**config.mk**
```make
export PLATFORM = sky130hd
export DESIGN_NAME = mem_access_unit
export DESIGN_NICKNAME = d
export VERILOG_FILES = /design/src/rtl/rv32e_mem_pkg.sv /design/src/rtl/lsu_data_align.sv /design/src/rtl/mem_access_unit.sv
export SDC_FILE = /design/constraint.sdc
export NUM_CORES = 1
export LEC_CHECK = 0
export CAP_MARGIN = 10
export CORE_UTILIZATION = 48
export DETAILED_ROUTE_END_ITERATION = 10
export PLACE_DENSITY_LB_ADDON = 0.1
export SYNTH_ARGS = -nofsm -noshare
export SYNTH_HDL_FRONTEND = slang
export SYNTH_SLANG_ARGS = --single-unit
export TNS_END_PERCENT = 30
```
**constraint.sdc**
```tcl
create_clock -name clk -period 4.72 [get_ports clk]
set_clock_uncertainty 0.1 [all_clocks]
set_input_delay 0.944 -clock clk [delete_from_list [all_inputs] [get_ports clk]]
set_output_delay 0.944 -clock clk [all_outputs]
set_load 0.005 [all_outputs]
```
**src/rtl/rv32e_mem_pkg.sv**
```systemverilog
// Shared constants and types for the RV32E load/store access unit.
package rv32e_mem_pkg;

  // RV32 load/store funct3 encodings (store encodings reuse B/H/W)
  localparam logic [2:0] F3_B  = 3'd0;
  localparam logic [2:0] F3_H  = 3'd1;
  localparam logic [2:0] F3_W  = 3'd2;
  localparam logic [2:0] F3_BU = 3'd4;
  localparam logic [2:0] F3_HU = 3'd5;

  // Memory-mapped I/O words at the bottom of the data RAM
  localparam logic [31:0] MMIO_IN_ADDR  = 32'd0;
  localparam logic [31:0] MMIO_OUT_ADDR = 32'd4;

  localparam int DEFAULT_MEM_BYTES = 100;

  typedef enum logic [1:0] {
    ST_IDLE = 2'd0,
    ST_RD   = 2'd1,
    ST_WR   = 2'd2,
    ST_RESP = 2'd3
  } state_e;

  // True when funct3 names a load the unit implements
  function automatic logic load_f3_ok(input logic [2:0] f3);
    return (f3 == F3_B) || (f3 == F3_H) || (f3 == F3_W) ||
           (f3 == F3_BU) || (f3 == F3_HU);
  endfunction

  // True when funct3 names a store the unit implements
  function automatic logic store_f3_ok(input logic [2:0] f3);
    return (f3 == F3_B) || (f3 == F3_H) || (f3 == F3_W);
  endfunction

endpackage

```
**src/rtl/lsu_data_align.sv**
```systemverilog
// Combinational data steering: load extraction/extension and the
// byte/half merge used by read-modify-write stores. The addressed byte
// always sits in rdata[31:24].
module lsu_data_align
  import rv32e_mem_pkg::*;
(
  input  logic [2:0]  funct3,
  input  logic [31:0] rdata,
  input  logic [31:0] wdata,
  output logic [31:0] load_data,
  output logic [31:0] merge_data
);

  // Pick the addressed byte/half and sign- or zero-extend it
  always_comb begin
    load_data = rdata;
    case (funct3)
      F3_B:    load_data = {{24{rdata[31]}}, rdata[31:24]};
      F3_BU:   load_data = {24'd0, rdata[31:24]};
      F3_H:    load_data = {{16{rdata[31]}}, rdata[31:16]};
      F3_HU:   load_data = {16'd0, rdata[31:16]};
      default: load_data = rdata;
    endcase
  end

  // Overlay the store byte/half onto the word read back, keeping the rest
  always_comb begin
    merge_data = wdata;
    case (funct3)
      F3_B:    merge_data = {wdata[7:0], rdata[23:0]};
      F3_H:    merge_data = {wdata[15:0], rdata[15:0]};
      default: merge_data = wdata;
    endcase
  end

endmodule

```
**src/rtl/mem_access_unit.sv**
```systemverilog
// Load/store unit between a single-issue core and a byte-addressed data
// RAM with combinational read. Sub-word stores are done as read-modify-write.
module mem_access_unit
  import rv32e_mem_pkg::*;
#(
  parameter int MEM_BYTES = DEFAULT_MEM_BYTES,
  parameter int RO_BYTES  = 4
) (
  input  logic        clk,
  input  logic        reset,
  input  logic        req_valid,
  output logic        req_ready,
  input  logic        req_store,
  input  logic [2:0]  req_funct3,
  input  logic [31:0] req_addr,
  input  logic [31:0] req_wdata,
  output logic        resp_valid,
  output logic [31:0] resp_rdata,
  output logic        resp_fault,
  output logic [31:0] mem_addr,
  output logic [31:0] mem_wdata,
  output logic        mem_write,
  input  logic [31:0] mem_rdata
);

  // Highest legal word address; the whole 4-byte window must be in RAM
  localparam logic [31:0] MAX_ADDR = 32'(MEM_BYTES - 4);
  localparam logic [31:0] RO_LIMIT = 32'(RO_BYTES);

  state_e      state_q, state_d;
  logic        store_q, store_d;
  logic [2:0]  funct3_q, funct3_d;
  logic [31:0] addr_q, addr_d;
  logic [31:0] wdata_q, wdata_d;
  logic [31:0] rdata_q, rdata_d;
  logic        fault_q, fault_d;

  logic        f3_bad;
  logic        req_fault;
  logic [31:0] load_data;
  logic [31:0] merge_data;

  lsu_data_align u_align (
    .funct3     (funct3_q),
    .rdata      (mem_rdata),
    .wdata      (wdata_q),
    .load_data  (load_data),
    .merge_data (merge_data)
  );

  // Classify an incoming request as one that must never reach the RAM
  always_comb begin
    if (req_store) f3_bad = !store_f3_ok(req_funct3);
    else           f3_bad = !load_f3_ok(req_funct3);
    req_fault = (req_addr > MAX_ADDR) || f3_bad ||
                (req_store && (req_addr < RO_LIMIT));
  end

  // Sequencing: accept in IDLE, then read and/or write, then one RESP cycle
  always_comb begin
    state_d  = state_q;
    store_d  = store_q;
    funct3_d = funct3_q;
    addr_d   = addr_q;
    wdata_d  = wdata_q;
    rdata_d  = rdata_q;
    fault_d  = fault_q;
    case (state_q)
      ST_IDLE: begin
        if (req_valid) begin
          store_d  = req_store;
          funct3_d = req_funct3;
          addr_d   = req_addr;
          wdata_d  = req_wdata;
          rdata_d  = 32'd0;
          fault_d  = req_fault;
          if (req_fault)                 state_d = ST_RESP;
          else if (!req_store)           state_d = ST_RD;
          else if (req_funct3 == F3_W)   state_d = ST_WR;
          else                           state_d = ST_RD;
        end
      end
      ST_RD: begin
        if (store_q) begin
          wdata_d = merge_data;
          state_d = ST_WR;
        end else begin
          rdata_d = load_data;
          state_d = ST_RESP;
        end
      end
      ST_WR:   state_d = ST_RESP;
      ST_RESP: state_d = ST_IDLE;
      default: state_d = ST_IDLE;
    endcase
  end

  // State and request registers; reset abandons any operation in flight
  always_ff @(posedge clk) begin
    if (reset) begin
      state_q  <= ST_IDLE;
      store_q  <= 1'b0;
      funct3_q <= 3'd0;
      addr_q   <= 32'd0;
      wdata_q  <= 32'd0;
      rdata_q  <= 32'd0;
      fault_q  <= 1'b0;
    end else begin
      state_q  <= state_d;
      store_q  <= store_d;
      funct3_q <= funct3_d;
      addr_q   <= addr_d;
      wdata_q  <= wdata_d;
      rdata_q  <= rdata_d;
      fault_q  <= fault_d;
    end
  end

  // Outputs decode from state so nothing leaks outside the owning phase
  assign req_ready  = (state_q == ST_IDLE);
  assign resp_valid = (state_q == ST_RESP);
  assign resp_fault = resp_valid & fault_q;
  assign resp_rdata = resp_valid ? rdata_q : 32'd0;
  assign mem_write  = (state_q == ST_WR);
  assign mem_addr   = ((state_q == ST_RD) || (state_q == ST_WR)) ? addr_q : 32'd0;
  assign mem_wdata  = mem_write ? wdata_q : 32'd0;

endmodule

```
==> flow_summary_export.csv <==
group,metric,value,unit
status,status,"finished, final reports clean",
setup_path,regToRegSetupSlack,1.82,ns
setup_path,start_kind,"flop",
hold_path,whs_path_depth,2,
global_route,grt_pass1_wl,24760,um
pwr,p_int,0.001624,W
setup_path,cp_data_arrival_time,2.44,ns
setup_path,rr_startpoint,"funct3_q[1]",
clock_tree,post_cts_buffers,0,
logic_synthesis,async_flop_share,0,
detailed_routing,dr.max_layer_used,"met4",
sta,hold_viol_final,0,
detailed_routing,drtIter0Drc,314,
logic_synthesis,synth_area,0.005245,sq mm
setup_path,required,3.68,ns
pwr,power_switching,0.0009204,W
clock_tree,ctsHoldBuffers,0,
clock_tree,h-tree-depth,3,
clock_tree,cts_buffer_depth,2,
sta,finalSetupViolCount,0,
die,die_h,106.5,um
pwr,power_switching_share,0.3618,
detailed_routing,wl_per_cell,16.52,um
logic_synthesis,synth_edf_count,0,
clock_tree,cts_resized,0,
global_route,antenna_found_initial,0,
finish,final_nets,928,
sta,fin_setup_tns,0,ns
clock_tree,clock_sinks,103,
detailed_routing,firstDrtPassIters,5,
setup_path,reg2reg_to,"rdata_q[22]",
job,cap_violations,0,
clock_tree,cts_tree,"done",
clock_tree,cts_buffers,9,
detailed_routing,viasPerCell,5.476,
die,die_x,106.5,um
sta,rsz0062_at_grt,"no",
sta,fmax,287.3,MHz
pwr,pwr-share-clk,0.205,
detailed_routing,wl_met3,1141,um
logic_synthesis,yosysSeqAreaShare,0.3931,
sta,max_slew.worst_pin.slew,1.138,ns
hold_path,worstHoldEndpoint,"rdata_q[16]",
hold_path,hp-start,"rdata_q[16]",
placement,port_buffers,202,
die,fp-row-count,37,
placement,dpl-instance-area,0.007231,sq mm
clock_tree,worstSkewPairLatency,0.36,ns
pwr,seq_power_share,0.432,
placement,hpwl,11210,um
detailed_routing,drt-met1-wl,6322,um
clock_tree,root_buffer,"clkbuf_8",
sta,slew_headroom,0.2416,
finish,syn_to_final_growth,41.82,%
detailed_routing,dr_total_vias,5268,
global_route,grt_pass1_vias,5055,
global_route,grt_max_degree,104,
sta,period_share,0.7373,
detailed_routing,drc,0,
detailed_routing,wl,15890,um
hold_path,min_path_type,"reg -> reg",
placement,gp_congestion,0.8837,
die,start_util,0.5013,
pwr,ir_drop,0.2032,mV
setup_path,reg2reg_depth,4,
logic_synthesis,synth_cell_type_count,39,
sta,fin_crit,3.480,ns
logic_synthesis,syn_area_per_cell,8.008,sq um
detailed_routing,dr_wl_met2,8106,um
logic_synthesis,synth-seq-cells,103,
finish,final_cell_mix,"clkdlybuf4s50_1, nand2_1, dfxtp_1",
pwr,power_frac_comb,0.363,
die,core,0.01046,sq mm
clock_tree,cts.clk_slew.worst_paths,0.10,ns
sta,slew_violations,0,
pwr,p_per_area,342.0,mW/mm^2
logic_synthesis,synth_warnings,0,
global_route,grt_overflow_total,0,
detailed_routing,ant_nets,0,
logic_synthesis,syn-num-nets,762,
logic_synthesis,synth_cells,655,
setup_path,path_max_fanout,33,
setup_path,cp-end-kind,"output port",
setup_path,path_class,"reg -> out",
finish,drive_gt1_frac,0.04843,
die,pin_count,203,
global_route,track_usage,0.2737,
pwr,leakage,2.675,nW
finish,final_common_cell,"clkdlybuf4s50_1",
finish,diodes,0,
finish,fin_area,0.007438,sq mm
logic_synthesis,synth_ff_type,"dfxtp_1",
die,dieArea,0.01135,sq mm
[Yosys cell counts, types with 2 or more instances]
master     instances  area share
nor4_1             6      0.0072
nor2_1            53       0.038
buf_4              2      0.0029
a22oi_1           10       0.014
nand4_1            2      0.0024
ha_1               4      0.0095
a211o_1           16       0.027
nand2b_1           4      0.0048
buf_1              2      0.0014
mux2i_1           41       0.078
o21ai_1            3      0.0029
a21o_1             2      0.0029
buf_2             10      0.0095
clkbuf_1          34       0.024
and2_1            98        0.12
a211oi_2          11       0.026
dfxtp_1          103        0.39
a21oi_1           68       0.065
o21ai_0           21       0.020
o22ai_1            8      0.0095
nand2_1          115       0.082
nor2b_1            2      0.0024
a2bb2oi_1          7       0.012
a211oi_1           9       0.013
buf_6              3      0.0064
inv_1              7      0.0050
nor3_1             2      0.0019
[worst max-delay path by stage]
stage | startpoint | end | slack (ns) | cells after the start
after detailed placement | req_valid | rdata_q[1] | 1.58 | 5
after global routing | state_q[0] | mem_addr[31] | 1.03 | 4
final | state_q[0] | mem_addr[11] | 1.24 | 4
after global placement | state_q[0] | mem_addr[7] | 1.67 | 4
after CTS | state_q[0] | mem_addr[23] | 1.22 | 4
after floorplan | req_addr[2] | state_q[0] | 2.42 | 4
[stage by stage]
stage,power (W),instances,hold slack (ns),utilization,worst slack (ns)
finish,0.002544,962,0.3554,0.7110,1.240
global route,0.002696,962,0.3703,0.7110,1.029
CTS,0.002543,961,0.3568,0.7082,1.218
detailed placement,0.002023,945,0.3426,0.6911,1.580
global placement,0.001988,945,0.3350,0.6911,1.670
floorplan,0.001692,655,0.3273,-,2.418
[state kept, by name, summed over array words and instances, names as in the netlist]
| name | count |
|---|---|
| store_q | 1 |
| rdata_q | 32 |
| funct3_q | 3 |
| state_q | 2 |
| wdata_q | 32 |
| fault_q | 1 |
| addr_q | 32 |
[worst max-delay path: stages (launching register included)]
cell and delay, ns:
dfxtp_1 0.40, inv_1 0.08, ha_1 0.84, and2_1 0.23, clkdlybuf4s50_1 0.52
[cell families (layout without fill, tap and decap cells)]
kind of cell / count (synthesis) / count (layout) / share of synthesized area
AO/OA/AOI/OAI: 162 / 162 / 0.2052
adder cells (fa/ha/maj): 4 / 4 / 0.009542
buffers and inverters: 58 / 229 / 0.04962
flip-flops: 103 / 103 / 0.3931
multiplexers: 41 / 41 / 0.07824
AND/OR/NAND/NOR: 287 / 287 / 0.2643
[final cells by class]
class,count,area [sq um]
Clock buffer,9,123.9
Tap cell,136,170.2
Inverter,7,26.28
Timing Repair Buffer,206,2069
Fill cell,876,3024
Sequential cell,103,2062
Multi-Input combinational cell,494,2932
Clock inverter,7,55.05
[per-layer routing]
metal	global-route usage	vias to the layer above
met5	0	-
met4	0.09002	0
met3	0.05518	28
met2	0.4963	208
met1	0.3203	2475
li1	-	2557
[power by group through the flow]
stage / sequential (W) / clock [W] / combinational (W)
2_1_floorplan: 0.00108 / 0 / 0.000617
3_3_place_gp: 0.00111 / 0 / 0.000878
3_5_place_dp: 0.00112 / 0 / 0.000906
4_1_cts: 0.00110 / 0.000535 / 0.000911
5_1_grt: 0.00111 / 0.000565 / 0.00102
6_report: 0.00110 / 0.000521 / 0.000925
No activity file was read; power rests on OpenSTA's default activity.
